[src/rtl/pll_ctrl_pkg.sv]
// Shared constants, state codes and helpers for the PLL runtime supervisor.
package pll_ctrl_pkg;

  localparam int MAX_CH = 5;
  localparam int SEL_W  = 3;

  typedef logic [2:0] state_t;

  localparam state_t ST_RESET_PLL = 3'd0;
  localparam state_t ST_WAIT_LOCK = 3'd1;
  localparam state_t ST_IDLE      = 3'd2;
  localparam state_t ST_SETUP     = 3'd3;
  localparam state_t ST_STEP_LO   = 3'd4;
  localparam state_t ST_STEP_HI   = 3'd5;

  function automatic logic [7:0] sat_inc8(input logic [7:0] v);
    return (v == 8'hFF) ? v : v + 8'd1;
  endfunction

endpackage

[src/rtl/pll_lock_filter.sv]
// Synchronises the raw PLL LOCK and qualifies it over LOCK_FILT consecutive high cycles.
module pll_lock_filter #(
  parameter int LOCK_FILT = 8
) (
  input  logic clk,
  input  logic rst,
  input  logic lock_raw,
  output logic locked
);

  localparam int CNT_W = (LOCK_FILT < 2) ? 1 : $clog2(LOCK_FILT + 1);

  logic             sync1_r;
  logic             sync2_r;
  logic [CNT_W-1:0] cnt_r;
  logic             locked_r;

  // Two-flop synchroniser followed by a run-length qualifier; any synced low drops lock.
  always_ff @(posedge clk or posedge rst) begin
    if (rst) begin
      sync1_r  <= 1'b0;
      sync2_r  <= 1'b0;
      cnt_r    <= {CNT_W{1'b0}};
      locked_r <= 1'b0;
    end else begin
      sync1_r <= lock_raw;
      sync2_r <= sync1_r;
      if (!sync2_r) begin
        cnt_r    <= {CNT_W{1'b0}};
        locked_r <= 1'b0;
      end else if (cnt_r == CNT_W'(LOCK_FILT - 1)) begin
        locked_r <= 1'b1;
      end else begin
        cnt_r <= cnt_r + CNT_W'(1);
      end
    end
  end

  assign locked = locked_r;

endmodule

[src/rtl/pll_phase_ctrl.sv]
// PLL supervisor: reset/relock sequencing plus dynamic phase-step execution with
// per-channel signed offset tracking.
module pll_phase_ctrl
  import pll_ctrl_pkg::*;
#(
  parameter int N_CH         = MAX_CH,
  parameter int STEP_W       = 8,
  parameter int OFS_W        = 12,
  parameter int STEP_LOW     = 2,
  parameter int STEP_GAP     = 4,
  parameter int RST_CYCLES   = 16,
  parameter int LOCK_FILT    = 8,
  parameter int LOCK_TIMEOUT = 65536
) (
  input  logic                  clk,
  input  logic                  rst,
  input  logic                  pll_lock_i,
  output logic                  pll_rst_o,
  output logic                  locked_o,
  output logic [7:0]            relock_cnt,
  input  logic                  req_valid,
  output logic                  req_ready,
  input  logic [SEL_W-1:0]      req_ch,
  input  logic                  req_dir,
  input  logic [STEP_W-1:0]     req_steps,
  output logic                  done_o,
  output logic                  err_o,
  output logic [SEL_W-1:0]      phase_sel,
  output logic                  phase_dir,
  output logic                  phase_step_n,
  output logic [N_CH*OFS_W-1:0] ch_offset
);

  localparam int T_A    = (LOCK_TIMEOUT > RST_CYCLES) ? LOCK_TIMEOUT : RST_CYCLES;
  localparam int T_B    = (STEP_LOW > STEP_GAP) ? STEP_LOW : STEP_GAP;
  localparam int TMR_W  = $clog2(((T_A > T_B) ? T_A : T_B) + 1);
  localparam logic [SEL_W-1:0] N_CH_L = SEL_W'(N_CH);

  state_t            state_r;
  logic [TMR_W-1:0]  tmr_r;
  logic [STEP_W-1:0] rem_r;
  logic [SEL_W-1:0]  sel_r;
  logic              dir_r;
  logic              step_n_r;
  logic              pll_rst_r;
  logic [7:0]        relock_r;
  logic              done_r;
  logic              err_r;
  logic [OFS_W-1:0]  ofs_r [N_CH];
  logic              locked_s;
  logic              lock_lost_s;
  logic              in_flight_s;

  pll_lock_filter #(.LOCK_FILT(LOCK_FILT)) u_lock_filter (
    .clk      (clk),
    .rst      (rst),
    .lock_raw (pll_lock_i),
    .locked   (locked_s)
  );

  assign lock_lost_s = !locked_s && (state_r == ST_IDLE || state_r == ST_SETUP ||
                                     state_r == ST_STEP_LO || state_r == ST_STEP_HI);
  assign in_flight_s = (state_r != ST_IDLE);

  // Supervisor FSM with reset/lock/step timers and offset bookkeeping.
  always_ff @(posedge clk or posedge rst) begin
    if (rst) begin
      state_r   <= ST_RESET_PLL;
      tmr_r     <= {TMR_W{1'b0}};
      rem_r     <= {STEP_W{1'b0}};
      sel_r     <= {SEL_W{1'b0}};
      dir_r     <= 1'b0;
      step_n_r  <= 1'b1;
      pll_rst_r <= 1'b1;
      relock_r  <= 8'd0;
      done_r    <= 1'b0;
      err_r     <= 1'b0;
      for (int k = 0; k < N_CH; k++) ofs_r[k] <= {OFS_W{1'b0}};
    end else begin
      done_r <= 1'b0;
      err_r  <= 1'b0;
      if (lock_lost_s) begin
        // The PLL restarts at its static phase, so every tracked offset is void.
        state_r   <= ST_RESET_PLL;
        tmr_r     <= {TMR_W{1'b0}};
        pll_rst_r <= 1'b1;
        step_n_r  <= 1'b1;
        err_r     <= in_flight_s;
        relock_r  <= sat_inc8(relock_r);
        for (int k = 0; k < N_CH; k++) ofs_r[k] <= {OFS_W{1'b0}};
      end else begin
        case (state_r)
          ST_RESET_PLL: begin
            if (tmr_r == TMR_W'(RST_CYCLES - 1)) begin
              state_r   <= ST_WAIT_LOCK;
              tmr_r     <= {TMR_W{1'b0}};
              pll_rst_r <= 1'b0;
            end else begin
              tmr_r <= tmr_r + TMR_W'(1);
            end
          end
          ST_WAIT_LOCK: begin
            if (locked_s) begin
              state_r <= ST_IDLE;
              tmr_r   <= {TMR_W{1'b0}};
            end else if (tmr_r == TMR_W'(LOCK_TIMEOUT - 1)) begin
              state_r   <= ST_RESET_PLL;
              tmr_r     <= {TMR_W{1'b0}};
              pll_rst_r <= 1'b1;
              relock_r  <= sat_inc8(relock_r);
            end else begin
              tmr_r <= tmr_r + TMR_W'(1);
            end
          end
          ST_IDLE: begin
            if (req_valid) begin
              if (req_ch >= N_CH_L) begin
                err_r <= 1'b1;
              end else if (req_steps == {STEP_W{1'b0}}) begin
                done_r <= 1'b1;
              end else begin
                sel_r   <= req_ch;
                dir_r   <= req_dir;
                rem_r   <= req_steps;
                state_r <= ST_SETUP;
              end
            end
          end
          ST_SETUP: begin
            state_r  <= ST_STEP_LO;
            tmr_r    <= {TMR_W{1'b0}};
            step_n_r <= 1'b0;
          end
          ST_STEP_LO: begin
            if (tmr_r == TMR_W'(STEP_LOW - 1)) begin
              state_r  <= ST_STEP_HI;
              tmr_r    <= {TMR_W{1'b0}};
              step_n_r <= 1'b1;
              rem_r    <= rem_r - STEP_W'(1);
              for (int k = 0; k < N_CH; k++) begin
                if (sel_r == SEL_W'(k)) begin
                  ofs_r[k] <= dir_r ? ofs_r[k] + OFS_W'(1) : ofs_r[k] - OFS_W'(1);
                end
              end
            end else begin
              tmr_r <= tmr_r + TMR_W'(1);
            end
          end
          ST_STEP_HI: begin
            if (tmr_r == TMR_W'(STEP_GAP - 1)) begin
              tmr_r <= {TMR_W{1'b0}};
              if (rem_r != {STEP_W{1'b0}}) begin
                state_r  <= ST_STEP_LO;
                step_n_r <= 1'b0;
              end else begin
                state_r <= ST_IDLE;
                done_r  <= 1'b1;
              end
            end else begin
              tmr_r <= tmr_r + TMR_W'(1);
            end
          end
          default: begin
            state_r   <= ST_RESET_PLL;
            tmr_r     <= {TMR_W{1'b0}};
            pll_rst_r <= 1'b1;
            step_n_r  <= 1'b1;
          end
        endcase
      end
    end
  end

  for (genvar g = 0; g < N_CH; g++) begin : g_ofs
    assign ch_offset[g*OFS_W +: OFS_W] = ofs_r[g];
  end

  assign req_ready    = (state_r == ST_IDLE) && locked_s;
  assign pll_rst_o    = pll_rst_r;
  assign locked_o     = locked_s;
  assign relock_cnt   = relock_r;
  assign done_o       = done_r;
  assign err_o        = err_r;
  assign phase_sel    = sel_r;
  assign phase_dir    = dir_r;
  assign phase_step_n = step_n_r;

endmodule
[config.mk]
export PLATFORM = sky130hd
export DESIGN_NAME = pll_phase_ctrl
export DESIGN_NICKNAME = d
export VERILOG_FILES = /design/src/rtl/pll_ctrl_pkg.sv /design/src/rtl/pll_lock_filter.sv /design/src/rtl/pll_phase_ctrl.sv
export SDC_FILE = /design/constraint.sdc
export NUM_CORES = 1
export LEC_CHECK = 0
export BUFFER_PORTS_ARGS = -buffer_cell sky130_fd_sc_hd__buf_2
export CAP_MARGIN = 20
export CORE_ASPECT_RATIO = 0.6
export CORE_MARGIN = 2
export CORE_UTILIZATION = 42
export CTS_BUF_LIST = sky130_fd_sc_hd__clkbuf_4
export DETAILED_ROUTE_END_ITERATION = 10
export HOLD_SLACK_MARGIN = 0.03
export MAX_ROUTING_LAYER = met4
export PLACE_DENSITY = 0.63
export REMOVE_ABC_BUFFERS = 1
export SKIP_LAST_GASP = 1
export SYNTH_ARGS = -nofsm -noshare
export SYNTH_HDL_FRONTEND = slang
export SYNTH_SLANG_ARGS = --single-unit
[constraint.sdc]
create_clock -name clk -period 6.2 [get_ports clk]
set_input_delay 0.62 -clock clk [delete_from_list [all_inputs] [get_ports clk]]
set_output_delay 0.62 -clock clk [all_outputs]
set_load 0.02 [all_outputs]
==> results.sh <==
export IMPL_status="finished, final reports clean"
export IMPL_synthSimpleGateAreaFrac=0.1851
export IMPL_seq_area_frac_synth=0.3729
export IMPL_slew_headroom=0.3331
export IMPL_cts_root_buffer_cell="clkbuf_4"
export IMPL_grt_max_degree=58
export IMPL_r2r_setup_slack_ns=2.48
export IMPL_worst_hold_path_type="in2async"
export IMPL_power_total_uw=1365
export IMPL_fp_dieArea_um2=18870
export IMPL_cts_sinks=111
export IMPL_grt_overflow=0
export IMPL_rsz0062_at_grt="no"
export IMPL_min_period_ns=3.715
export IMPL_fp_dieH_um=107.2
export IMPL_rr_startpoint="phase_dir"
export IMPL_syn_area_um2=7456
export IMPL_required_ns=6.63
export IMPL_peakVddDrop_uv=97.48
export IMPL_core_area_um2=17270
export IMPL_timing_rr_end="ch_offset[46]"
export IMPL_tightest_slew_ns=0.9864
export IMPL_reg2reg_depth=9
export IMPL_cts_tree="yes"
export IMPL_cts_made_buffers=9
export IMPL_finClkSkew_ns=0.02601
export IMPL_fin_nets=977
export IMPL_finalWirelength_um=18370
export IMPL_fillerInstances=1684
export IMPL_crit_arrival_ns=4.15
export IMPL_max_freq_ghz=0.2691
export IMPL_synth_flop_cell="dfrtp_1"
export IMPL_synth_edff_count=0
export IMPL_area_growth_pct=11.76
export IMPL_vias=6369
export IMPL_portBuffers=93
export IMPL_dr_pass1_iters=5
export IMPL_num_antenna_cells=0
export IMPL_drtIter0Drc=436
export IMPL_layout_common_cells="dfrtp_1, buf_2, nor2_1, nand2_1, o21ai_0"
export IMPL_ant_nets=0
export IMPL_p_leak_uw=0.004078
export IMPL_muxShareOfSynthArea=0.01561
export IMPL_min_period_over_period=0.5993
export IMPL_wire_per_inst_um=16.14
export IMPL_synthArstFlopShare=1.000
export IMPL_drcViolationCount=0
export IMPL_drv_cap=0
export IMPL_grt_pass1_wl_um=30750
export IMPL_fin_ws_ns=2.485
export IMPL_rows=37
export IMPL_post_cts_buffers=0
export IMPL_final_common_cell="dfrtp_1"
export IMPL_pin_count=94
export IMPL_power_density_nw_per_um2=163.8
export IMPL_vias_per_cell=5.597
export IMPL_syn_avg_cell_area_um2=9.216
export IMPL_finalSetupViolCount=0
export IMPL_synth_fa_ha_area_frac=0.1091
export IMPL_grt_pass1_vias=5947
export IMPL_dpl_worst_slack_ns=2.514
export IMPL_dp_hpwl_um=13540
export IMPL_finalHoldWorstSlack_ns=0.2226
export IMPL_synth_top_family_by_area="compound AO/OA/AOI/OAI gates"
export IMPL_cts_clk_slew_worst_paths_ns=0.19
export IMPL_grt_use_total=0.2071
export IMPL_ctsHoldBuffers=0
export IMPL_start_util=0.4318
export IMPL_synth_cells=809
export IMPL_gp_congestion=0.9296
export IMPL_clock_latency_ns=0.48
export IMPL_finalHoldViolCount=0
export IMPL_die_x_um=176.0
export IMPL_critPathLaunchType="flop"
export IMPL_synth_xor_area_frac=0.05873
export IMPL_ys_types=66
export IMPL_setup_tns_ns=0
export IMPL_ys_seq_elements=111
export IMPL_drive_gt1_frac=0.1538
export IMPL_cts_htree_levels=3
export IMPL_synth_compound_area_frac=0.2328
export IMPL_clk_path_buf_depth=2
export IMPL_cts_resized=0
export IMPL_synth_warnings=0
export IMPL_critical_path_class="reg2reg"
export IMPL_drv_slew=0
export IMPL_worst_path_max_fanout=39
export IMPL_critPathCaptureType="flop"
export IMPL_antenna_found_initial=0
synthesized netlist by cell type (all sizes together), types with 4 or more instances:
master | instances | area, um2
dfrtp | 109 | 2728
o21ai | 69 | 345.3
nand2 | 64 | 240.2
nor2 | 64 | 240.2
ha | 57 | 713.2
a21oi | 52 | 260.3
xnor2 | 30 | 262.8
a22o | 28 | 245.2
inv | 26 | 97.59
nand3 | 22 | 110.1
a21o | 21 | 157.7
xor2 | 20 | 175.2
nor3 | 19 | 100.1
o21a | 18 | 135.1
clkbuf | 15 | 56.30
a211oi | 14 | 105.1
and3 | 14 | 87.58
nand2b | 14 | 87.58
nor2b | 10 | 62.56
nor4 | 10 | 75.07
nand4 | 9 | 56.30
nor3b | 9 | 67.56
o211ai | 9 | 67.56
o31ai | 9 | 67.56
a31oi | 7 | 50.05
and2 | 6 | 37.54
and4 | 6 | 52.55
mux2i | 6 | 60.06
o31a | 6 | 52.55
buf | 5 | 31.28
fa | 5 | 100.1
mux2 | 5 | 56.30
nor4b | 5 | 56.31
nand3b | 4 | 30.03
o21bai | 4 | 30.03
o22ai | 4 | 25.02
or2 | 4 | 25.02
or3 | 4 | 25.02
layout make-up:
class / count / area [um2] / area share
Clock inverter: 7 / 80.08 / 0.009610
Multi-Input combinational cell: 650 / 4487 / 0.5384
Clock buffer: 9 / 67.56 / 0.008108
Timing Repair Buffer: 99 / 518.0 / 0.06216
Tap cell: 234 / 292.8 / 0.03514
Sequential cell: 111 / 2780 / 0.3336
Inverter: 28 / 107.6 / 0.01291
critical path: stages, from the launching register on:
cell,delay (ns)
dfrtp_1,0.68
inv_2,0.76
buf_4,0.40
ha_1,0.32
nor2b_1,0.16
o31a_1,0.28
o221a_2,0.27
o211a_1,0.22
or4b_1,0.49
nand3_1,0.09
layer usage:
metal,up-vias,track usage,part of all wire
met1,3036,0.3222,0.56
met4,0,0.03719,0.0094
met2,135,0.2818,0.39
li1,3184,-,-
met5,-,-,0
met3,14,0.03262,0.045
logic make-up (layout without fill, tap and decap cells):
group / after synthesis / in the layout
adders and majority gates: 62 / 62
buffers and inverters: 48 / 143
xor gates and xnor gates: 50 / 50
and+or+nand+nor: 267 / 267
muxes: 11 / 11
DFF: 111 / 111
AOI/OAI and AO/OA: 260 / 260
worst max path at each step:
stage	depth (start not counted)	startpoint	slack, ns	to
6_report	9	phase_dir	2.48	ch_offset[46]
5_1_grt	9	phase_dir	2.26	ch_offset[46]
4_1_cts	9	phase_dir	2.47	ch_offset[46]
3_5_place_dp	9	phase_dir	2.51	ch_offset[46]
3_3_place_gp	9	phase_dir	2.60	ch_offset[46]
2_1_floorplan	8	phase_dir	2.06	ch_offset[46]
report_power, final:
part           internal, uW  switching [uW]  leakage [uW]
Sequential              747            36.3       0.00151
Combinational          67.5             119       0.00249
Clock                   128             267     0.0000784
Total                   943             422       0.00408
flip-flops by register name, summed over array words and instances, names as in the netlist, 3 cells and up:
| register | count |
|---|---|
| ch_offset | 60 |
| tmr_r | 17 |
| relock_cnt | 8 |
| rem_r | 8 |
| u_lock_filter.cnt_r | 4 |
| phase_sel | 3 |
| state_r | 3 |
through the flow:
stage	area, um2	instances	util
final	8333	1138	0.4826
after global routing	8333	1138	0.4826
after CTS	8318	1137	0.4817
after detailed placement	8170	1121	0.4732
after global placement	8170	1121	0.4732
after floorplan	7368	789	-
(Power assumes the default switching activity.)
